[src/rtl/adc_stream_receiver_if.sv]
// adc_stream_receiver_if: stream input, sample output and status signals of the ADC receive endpoint
interface adc_stream_receiver_if #(
  parameter int AXIS_DATA_SIZE = 32,
  parameter int ZMOD_DATA_SIZE = 14,
  parameter int FIFO_DEPTH     = 16
);
  logic                          i_enable;
  logic [AXIS_DATA_SIZE-1:0]     i_axis_tdata;
  logic                          i_axis_tvalid;
  logic                          o_axis_tready;
  logic [ZMOD_DATA_SIZE-1:0]     o_ch1_sample;
  logic [ZMOD_DATA_SIZE-1:0]     o_ch2_sample;
  logic                          o_sample_valid;
  logic                          i_sample_ready;
  logic [ZMOD_DATA_SIZE-2:0]     o_ch1_peak;
  logic [ZMOD_DATA_SIZE-2:0]     o_ch2_peak;
  logic                          o_peak_valid;
  logic [$clog2(FIFO_DEPTH):0]   o_fifo_level;
  logic [15:0]                   o_drop_count;
  logic                          o_busy;
  modport slave (
    input  i_enable, i_axis_tdata, i_axis_tvalid, i_sample_ready,
    output o_axis_tready, o_ch1_sample, o_ch2_sample, o_sample_valid,
           o_ch1_peak, o_ch2_peak, o_peak_valid, o_fifo_level, o_drop_count, o_busy
  );
  modport master (
    output i_enable, i_axis_tdata, i_axis_tvalid, i_sample_ready,
    input  o_axis_tready, o_ch1_sample, o_ch2_sample, o_sample_valid,
           o_ch1_peak, o_ch2_peak, o_peak_valid, o_fifo_level, o_drop_count, o_busy
  );
endinterface

[src/rtl/adc_stream_receiver.sv]
// adc_stream_receiver: buffers packed two-channel ADC words, unpacks samples, tracks windowed peaks and drops
module adc_stream_receiver #(
  parameter int AXIS_DATA_SIZE = 32,
  parameter int ZMOD_DATA_SIZE = 14,
  parameter int FIFO_DEPTH     = 16,
  parameter int WINDOW_SIZE    = 1024
) (
  input logic i_sys_clock,
  input logic i_reset_n,
  adc_stream_receiver_if.slave sif
);
  localparam int ZW = ZMOD_DATA_SIZE;
  localparam int MW = ZW - 1;
  localparam int PW = $clog2(FIFO_DEPTH);
  localparam int LW = PW + 1;
  localparam int WW = WINDOW_SIZE > 1 ? $clog2(WINDOW_SIZE) : 1;
  localparam int HB = AXIS_DATA_SIZE / 2;
  localparam logic [LW-1:0] FULL = LW'(FIFO_DEPTH);
  localparam logic [WW-1:0] WLAST = WW'(WINDOW_SIZE - 1);
  typedef enum logic [1:0] {IDLE, RUN, DRAIN} state_t;
  state_t state_q, state_d;
  logic [2*ZW-1:0] mem_q [FIFO_DEPTH];
  logic [2*ZW-1:0] head_q, head_d, word;
  logic [PW-1:0] wr_q, wr_d, rd_q, rd_d;
  logic [LW-1:0] level_q, level_d;
  logic head_vld_q, head_vld_d;
  logic [15:0] drop_q, drop_d;
  logic [WW-1:0] win_q, win_d;
  logic [MW-1:0] max1_q, max1_d, max2_q, max2_d, pk1_q, pk1_d, pk2_q, pk2_d;
  logic [MW-1:0] mag1, mag2, m1, m2;
  logic pv_q, pv_d, tready, push, pop, load, wrap, run;
  logic unused_pad;
  function automatic logic [MW-1:0] mag(input logic [ZW-1:0] x);
    logic [ZW-1:0] n;
    n = -x;
    return !x[ZW-1] ? x[MW-1:0] : (x == {1'b1, {MW{1'b0}}}) ? {MW{1'b1}} : n[MW-1:0];
  endfunction
  assign unused_pad = ^{sif.i_axis_tdata[AXIS_DATA_SIZE-ZW-1:HB], sif.i_axis_tdata[HB-ZW-1:0]};
  always_comb begin
    run = state_q == RUN;
    word = {sif.i_axis_tdata[AXIS_DATA_SIZE-1 -: ZW], sif.i_axis_tdata[HB-1 -: ZW]};
    tready = run && level_q < FULL;
    push = sif.i_axis_tvalid && tready;
    pop = head_vld_q && sif.i_sample_ready;
    // head register refills from memory whenever it is empty or being consumed
    load = (level_q != LW'(head_vld_q)) && (!head_vld_q || pop);
    wr_d = wr_q + PW'(push);
    rd_d = rd_q + PW'(load);
    level_d = level_q + LW'(push) - LW'(pop);
    head_vld_d = load || (head_vld_q && !pop);
    head_d = load ? mem_q[rd_q] : head_q;
    drop_d = (run && sif.i_axis_tvalid && !tready && drop_q != 16'hFFFF) ? drop_q + 16'd1 : drop_q;
    mag1 = mag(word[2*ZW-1:ZW]);
    mag2 = mag(word[ZW-1:0]);
    m1 = mag1 > max1_q ? mag1 : max1_q;
    m2 = mag2 > max2_q ? mag2 : max2_q;
    wrap = push && win_q == WLAST;
    win_d = (!run || wrap) ? '0 : win_q + WW'(push);
    max1_d = (!run || wrap) ? '0 : push ? m1 : max1_q;
    max2_d = (!run || wrap) ? '0 : push ? m2 : max2_q;
    pk1_d = wrap ? m1 : pk1_q;
    pk2_d = wrap ? m2 : pk2_q;
    pv_d = wrap;
    state_d = state_q == IDLE ? (sif.i_enable ? RUN : IDLE) :
              sif.i_enable ? RUN :
              run ? DRAIN :
              level_d == '0 ? IDLE : DRAIN;
  end
  always_ff @(posedge i_sys_clock) begin
    if (!i_reset_n) begin
      state_q <= IDLE;
      wr_q <= '0;
      rd_q <= '0;
      level_q <= '0;
      head_q <= '0;
      head_vld_q <= 1'b0;
      drop_q <= '0;
      win_q <= '0;
      max1_q <= '0;
      max2_q <= '0;
      pk1_q <= '0;
      pk2_q <= '0;
      pv_q <= 1'b0;
    end else begin
      state_q <= state_d;
      wr_q <= wr_d;
      rd_q <= rd_d;
      level_q <= level_d;
      head_q <= head_d;
      head_vld_q <= head_vld_d;
      drop_q <= drop_d;
      win_q <= win_d;
      max1_q <= max1_d;
      max2_q <= max2_d;
      pk1_q <= pk1_d;
      pk2_q <= pk2_d;
      pv_q <= pv_d;
    end
  end
  always_ff @(posedge i_sys_clock) begin
    if (i_reset_n && push) mem_q[wr_q] <= word;
  end
  assign sif.o_axis_tready = tready;
  assign sif.o_ch1_sample = head_q[2*ZW-1:ZW];
  assign sif.o_ch2_sample = head_q[ZW-1:0];
  assign sif.o_sample_valid = head_vld_q;
  assign sif.o_ch1_peak = pk1_q;
  assign sif.o_ch2_peak = pk2_q;
  assign sif.o_peak_valid = pv_q;
  assign sif.o_fifo_level = level_q;
  assign sif.o_drop_count = drop_q;
  assign sif.o_busy = state_q != IDLE;
endmodule

[src/flat_wrapper.sv]
// flat-port wrapper written by rule: the top's interface ports become plain ports
module adc_stream_receiver_flat 
#(
  parameter int AXIS_DATA_SIZE = 32,
  parameter int ZMOD_DATA_SIZE = 14,
  parameter int FIFO_DEPTH     = 16,
  parameter int WINDOW_SIZE    = 1024
)
  (i_sys_clock, i_reset_n, sif_i_enable, sif_i_axis_tdata, sif_i_axis_tvalid, sif_i_sample_ready, sif_o_axis_tready, sif_o_ch1_sample, sif_o_ch2_sample, sif_o_sample_valid, sif_o_ch1_peak, sif_o_ch2_peak, sif_o_peak_valid, sif_o_fifo_level, sif_o_drop_count, sif_o_busy);
  adc_stream_receiver_if #(.AXIS_DATA_SIZE(AXIS_DATA_SIZE), .ZMOD_DATA_SIZE(ZMOD_DATA_SIZE), .FIFO_DEPTH(FIFO_DEPTH)) sif_i ();
  input logic i_sys_clock;
  input logic i_reset_n;
  input wire logic [$bits(sif_i.i_enable)-1:0] sif_i_enable;
  input wire logic [$bits(sif_i.i_axis_tdata)-1:0] sif_i_axis_tdata;
  input wire logic [$bits(sif_i.i_axis_tvalid)-1:0] sif_i_axis_tvalid;
  input wire logic [$bits(sif_i.i_sample_ready)-1:0] sif_i_sample_ready;
  output wire logic [$bits(sif_i.o_axis_tready)-1:0] sif_o_axis_tready;
  output wire logic [$bits(sif_i.o_ch1_sample)-1:0] sif_o_ch1_sample;
  output wire logic [$bits(sif_i.o_ch2_sample)-1:0] sif_o_ch2_sample;
  output wire logic [$bits(sif_i.o_sample_valid)-1:0] sif_o_sample_valid;
  output wire logic [$bits(sif_i.o_ch1_peak)-1:0] sif_o_ch1_peak;
  output wire logic [$bits(sif_i.o_ch2_peak)-1:0] sif_o_ch2_peak;
  output wire logic [$bits(sif_i.o_peak_valid)-1:0] sif_o_peak_valid;
  output wire logic [$bits(sif_i.o_fifo_level)-1:0] sif_o_fifo_level;
  output wire logic [$bits(sif_i.o_drop_count)-1:0] sif_o_drop_count;
  output wire logic [$bits(sif_i.o_busy)-1:0] sif_o_busy;
  assign sif_i.i_enable = sif_i_enable;
  assign sif_i.i_axis_tdata = sif_i_axis_tdata;
  assign sif_i.i_axis_tvalid = sif_i_axis_tvalid;
  assign sif_i.i_sample_ready = sif_i_sample_ready;
  assign sif_o_axis_tready = sif_i.o_axis_tready;
  assign sif_o_ch1_sample = sif_i.o_ch1_sample;
  assign sif_o_ch2_sample = sif_i.o_ch2_sample;
  assign sif_o_sample_valid = sif_i.o_sample_valid;
  assign sif_o_ch1_peak = sif_i.o_ch1_peak;
  assign sif_o_ch2_peak = sif_i.o_ch2_peak;
  assign sif_o_peak_valid = sif_i.o_peak_valid;
  assign sif_o_fifo_level = sif_i.o_fifo_level;
  assign sif_o_drop_count = sif_i.o_drop_count;
  assign sif_o_busy = sif_i.o_busy;
  adc_stream_receiver #(.AXIS_DATA_SIZE(AXIS_DATA_SIZE), .ZMOD_DATA_SIZE(ZMOD_DATA_SIZE), .FIFO_DEPTH(FIFO_DEPTH), .WINDOW_SIZE(WINDOW_SIZE)) u_core (.i_sys_clock(i_sys_clock), .i_reset_n(i_reset_n), .sif(sif_i));
endmodule
[config.mk]
export PLATFORM = sky130hd
export DESIGN_NAME = adc_stream_receiver_flat
export DESIGN_NICKNAME = d
export VERILOG_FILES = /design/src/rtl/adc_stream_receiver_if.sv /design/src/rtl/adc_stream_receiver.sv /design/src/flat_wrapper.sv
export SDC_FILE = /design/constraint.sdc
export NUM_CORES = 1
export LEC_CHECK = 0
export CORE_MARGIN = 5
export CORE_UTILIZATION = 45
export DETAILED_ROUTE_END_ITERATION = 16
export PLACE_DENSITY = 0.65
export SLEW_MARGIN = 20
export SYNTH_ARGS = -nofsm -noshare
export SYNTH_HDL_FRONTEND = slang
export SYNTH_SLANG_ARGS = --single-unit
[constraint.sdc]
create_clock -name i_sys_clock -period 4.9 [get_ports i_sys_clock]
set_input_delay 1.225 -clock i_sys_clock [delete_from_list [all_inputs] [get_ports i_sys_clock]]
set_output_delay 1.225 -clock i_sys_clock [all_outputs]
set_load 0.1 [all_outputs]
==> impl_results.md <==
* CP required at roughly 5400 ps
* Most frequent cell after synthesis: edfxtp_1
* Drt via density at about 5.6
* Share of synthesized registers carrying an async set or reset at 0
* Area grow syn2layout at 19.0%
* Synthesis-stage register bit count at between 500 and 600
* Power Density at ~470 nW/um^2
* Synth Instances at about 1.4k
* Critical path startpoint category: primary input
* CTS Hold Buffers Added at 0
* Antenna-violating nets left at 0
* WHS at 454 ps
* Area of the core at 51,400 sq um
* Grt total ovfl at 0
* Ranking of synthesized cells by area: edfxtp_1, mux4_2, dfxtp_1, nand2_1, ha_1
* Clk_lat worst skew at around 610 ps
* Height of the die at between 200 and 250 um
* DRC Markers at 0
* Initial antenna violation count at 0
* Max VDD drop at between 0.0002 and 0.0003 V
* Internal Power at 9.22 mW
* Clk_skew at between 15 and 20 ps
* Complex-gate fraction of the synthesized area at 0.0443
* Setup Buffers After CTS at 0
* DP Area at between 20,000 and 30,000 sq um
* Synth cell count leaders: edfxtp_1, nand2_1, mux4_2, dfxtp_1, nor2_1
* Final worst-path cycle share at 0.900
* Power, Total at approximately 13 mW
* FILL cells at between 4k and 5k
* Final min period at between 4000 and 5000 ps
* Inst Count DP at between 2k and 2.5k
* Synth top area share at 0.575
* Main flop type after synthesis: edfxtp_1
* Fin. Hold Viols at 0
* Logic pwr share at 0.240
* Switching part of the total at 0.299
* Leakage at approximately 9.0 nW
* Htree depth at 2
* GP Congestion at approximately 0.8
* CP Max Fanout at 23
* Final non-filler cell total at 2,329
* Clock buffer depth at 3
* Via Count at 12.9k
* Post-synth top area cell: edfxtp_1
* Tot GR Track Use at 0.186
* CTS tree: built
* Setup ws final at ~500 ps
* # IOs at approximately 120
* Final instance area at 27,800 sq um
* Number of core rows at 83
* Slew Limit Headroom at 0.256
* Post-Synthesis Cell Area at ~23,000 sq um
* Hpwl dp at approximately 32,000 um
* Synth Net Count at about 1.5k
* Max cap viols at 0
* Layout cells sized above 1 at 0.219
* Clock root buffer master: clkbuf_16
* Die X-Extent at about 240 um
* Worst slack, placed at -135 ps
* Vias in the first global route at around 13k
* Die area at between 50,000 and 60,000 sq um
* Inserted Diodes at 0
* CP arrival at 4880 ps
* Largest family of logic cells by synthesized area: multiplexers
* Clock sink count at 571
* Clock transition at the registers of the reported paths at 60 ps
* Number of buffers created by CTS at 57
* R2r setup slk at between 1500 and 2000 ps
* Clock group share of total power at 0.332
* First-pass GRT wire length at 81,200 um
* Flop pwr share at 0.428
* Unrepaired setup endpoints after global routing: false
* Multi-input logic area at around 7100 sq um
* Sequential cell area at 15,900 sq um
* Adder-Cell Fraction of Synth Area at 0.0228
* Simple logic cell fraction of the synthesized area at 0.0707
* Pin count of the biggest net entering global routing at 56
* Class of the worst hold path: reg2reg
* Slew Limit Fails at 0
* Worst Tran Pin Value at ~1100 ps
* Count of final setup violators at 0
* Post-Synth XOR/XNOR Area at 0.0161
* Final wirelength at between 50,000 and 60,000 um
* Final #Nets at between 1.5k and 2k
* EDFF count, synth at roughly 450
* CP Capture Type: flip-flop
* Synth warnings at 0
* Post-synthesis mux area share at 0.143
* Seq/Total Area, Yosys at 0.680
* Synth unique cells at slightly above 70
* Utilization after layout at 0.542
* # resized after CTS at 0
* Outcome: finished, final reports clean
* PortBufs at 111
* Total negative slack at 0 ps
* Switching power at ~3.9 mW
* Kind of critical path: in2reg
* Drt first pass iters at 5
* WL per Instance at between 20 and 25 um
* 1st-iter DRT viols at ~950
* Max Freq at approximately 230 MHz
* Syn_area_per_cell at about 16 sq um
* Starting Density at 0.455
==> worst max-delay path, stage by stage <==
cell,delay [ps]
clkdlybuf4s50_1,400
buf_4,170
inv_1,90
ha_1,170
or3b_2,520
o41ai_1,420
mux2i_1,330
ha_1,310
and4_1,190
a221oi_1,360
a21oi_1,150
buf_4,230
o311ai_0,320
==> power groups by stage <==
stage	Clock [mW]	Sequential, mW	Combinational, mW
after floorplan	0	6.33	1.79
final	4.36	5.63	3.16
after detailed placement	0	5.75	3.21
after global placement	0	5.74	3.20
after global routing	4.67	5.67	3.38
after CTS	4.46	5.64	3.22
==> layout make-up <==
class,count,area share
tap,680,0.0306
timing repair buffer,196,0.0694
sequential,571,0.572
clock inverter,28,0.0104
multi-input combinational,730,0.254
inverter,45,0.00607
clock buffer,79,0.0574
==> cell families (layout without fill, tap and decap cells) <==
logic type | Yosys count | in the layout
buffers and inverters | 119 | 348
DFF | 571 | 571
adders and majority gates | 42 | 42
and+or+nand+nor | 345 | 345
AOI/OAI and AO/OA | 141 | 141
xor gates and xnor gates | 43 | 43
muxes | 159 | 159
==> routing by layer <==
layer	track usage	wire length, um	part of all wire
met4	0.0391	988	0.019
met1	0.266	23400	0.44
met3	0.0351	2980	0.056
met5	0	0	0
met2	0.305	25700	0.48
==> path summary, 6_finish.rpt <==
check	startpoint	to	depth (start not counted)
min reg2reg	u_core.head_q[20]	u_core.head_q[20]	2
min	u_core.head_q[20]	u_core.head_q[20]	2
max	sif_i_axis_tdata[19]	u_core.sif.o_ch1_peak[5]	13
max reg2reg	u_core.sif.o_fifo_level[3]	u_core.rd_q[2]	11
==> placed cells by master, fill, tap and decap left out, types with 22 or more instances in the layout <==
| cell type | count |
|---|---|
| edfxtp_1 | 448 |
| nand2_1 | 153 |
| inv_1 | 44 |
| a21boi_1 | 28 |
| dfxtp_1 | 119 |
| nand3_1 | 39 |
| a21oi_1 | 27 |
| nor2_1 | 36 |
| and2_1 | 29 |
| clkdlybuf4s50_1 | 110 |
| mux4_2 | 140 |
| xnor2_1 | 22 |
| clkbuf_16 | 57 |
| buf_4 | 70 |
| ha_1 | 41 |
| o31ai_1 | 24 |
==> registers in the layout, indices dropped and copies added (netlist names) <==
| signal | count |
|---|---|
| u_core.head_q | 28 |
| u_core.max1_q | 13 |
| u_core.max2_q | 13 |
| u_core.mem_q | 448 |
| u_core.rd_q | 4 |
| u_core.sif.o_ch1_peak | 13 |
| u_core.sif.o_ch2_peak | 13 |
| u_core.sif.o_drop_count | 16 |
| u_core.sif.o_fifo_level | 5 |
| u_core.sif.o_peak_valid | 1 |
| u_core.sif.o_sample_valid | 1 |
| u_core.state_q | 2 |
| u_core.win_q | 10 |
| u_core.wr_q | 4 |
Power figures use the tool's default switching activity.
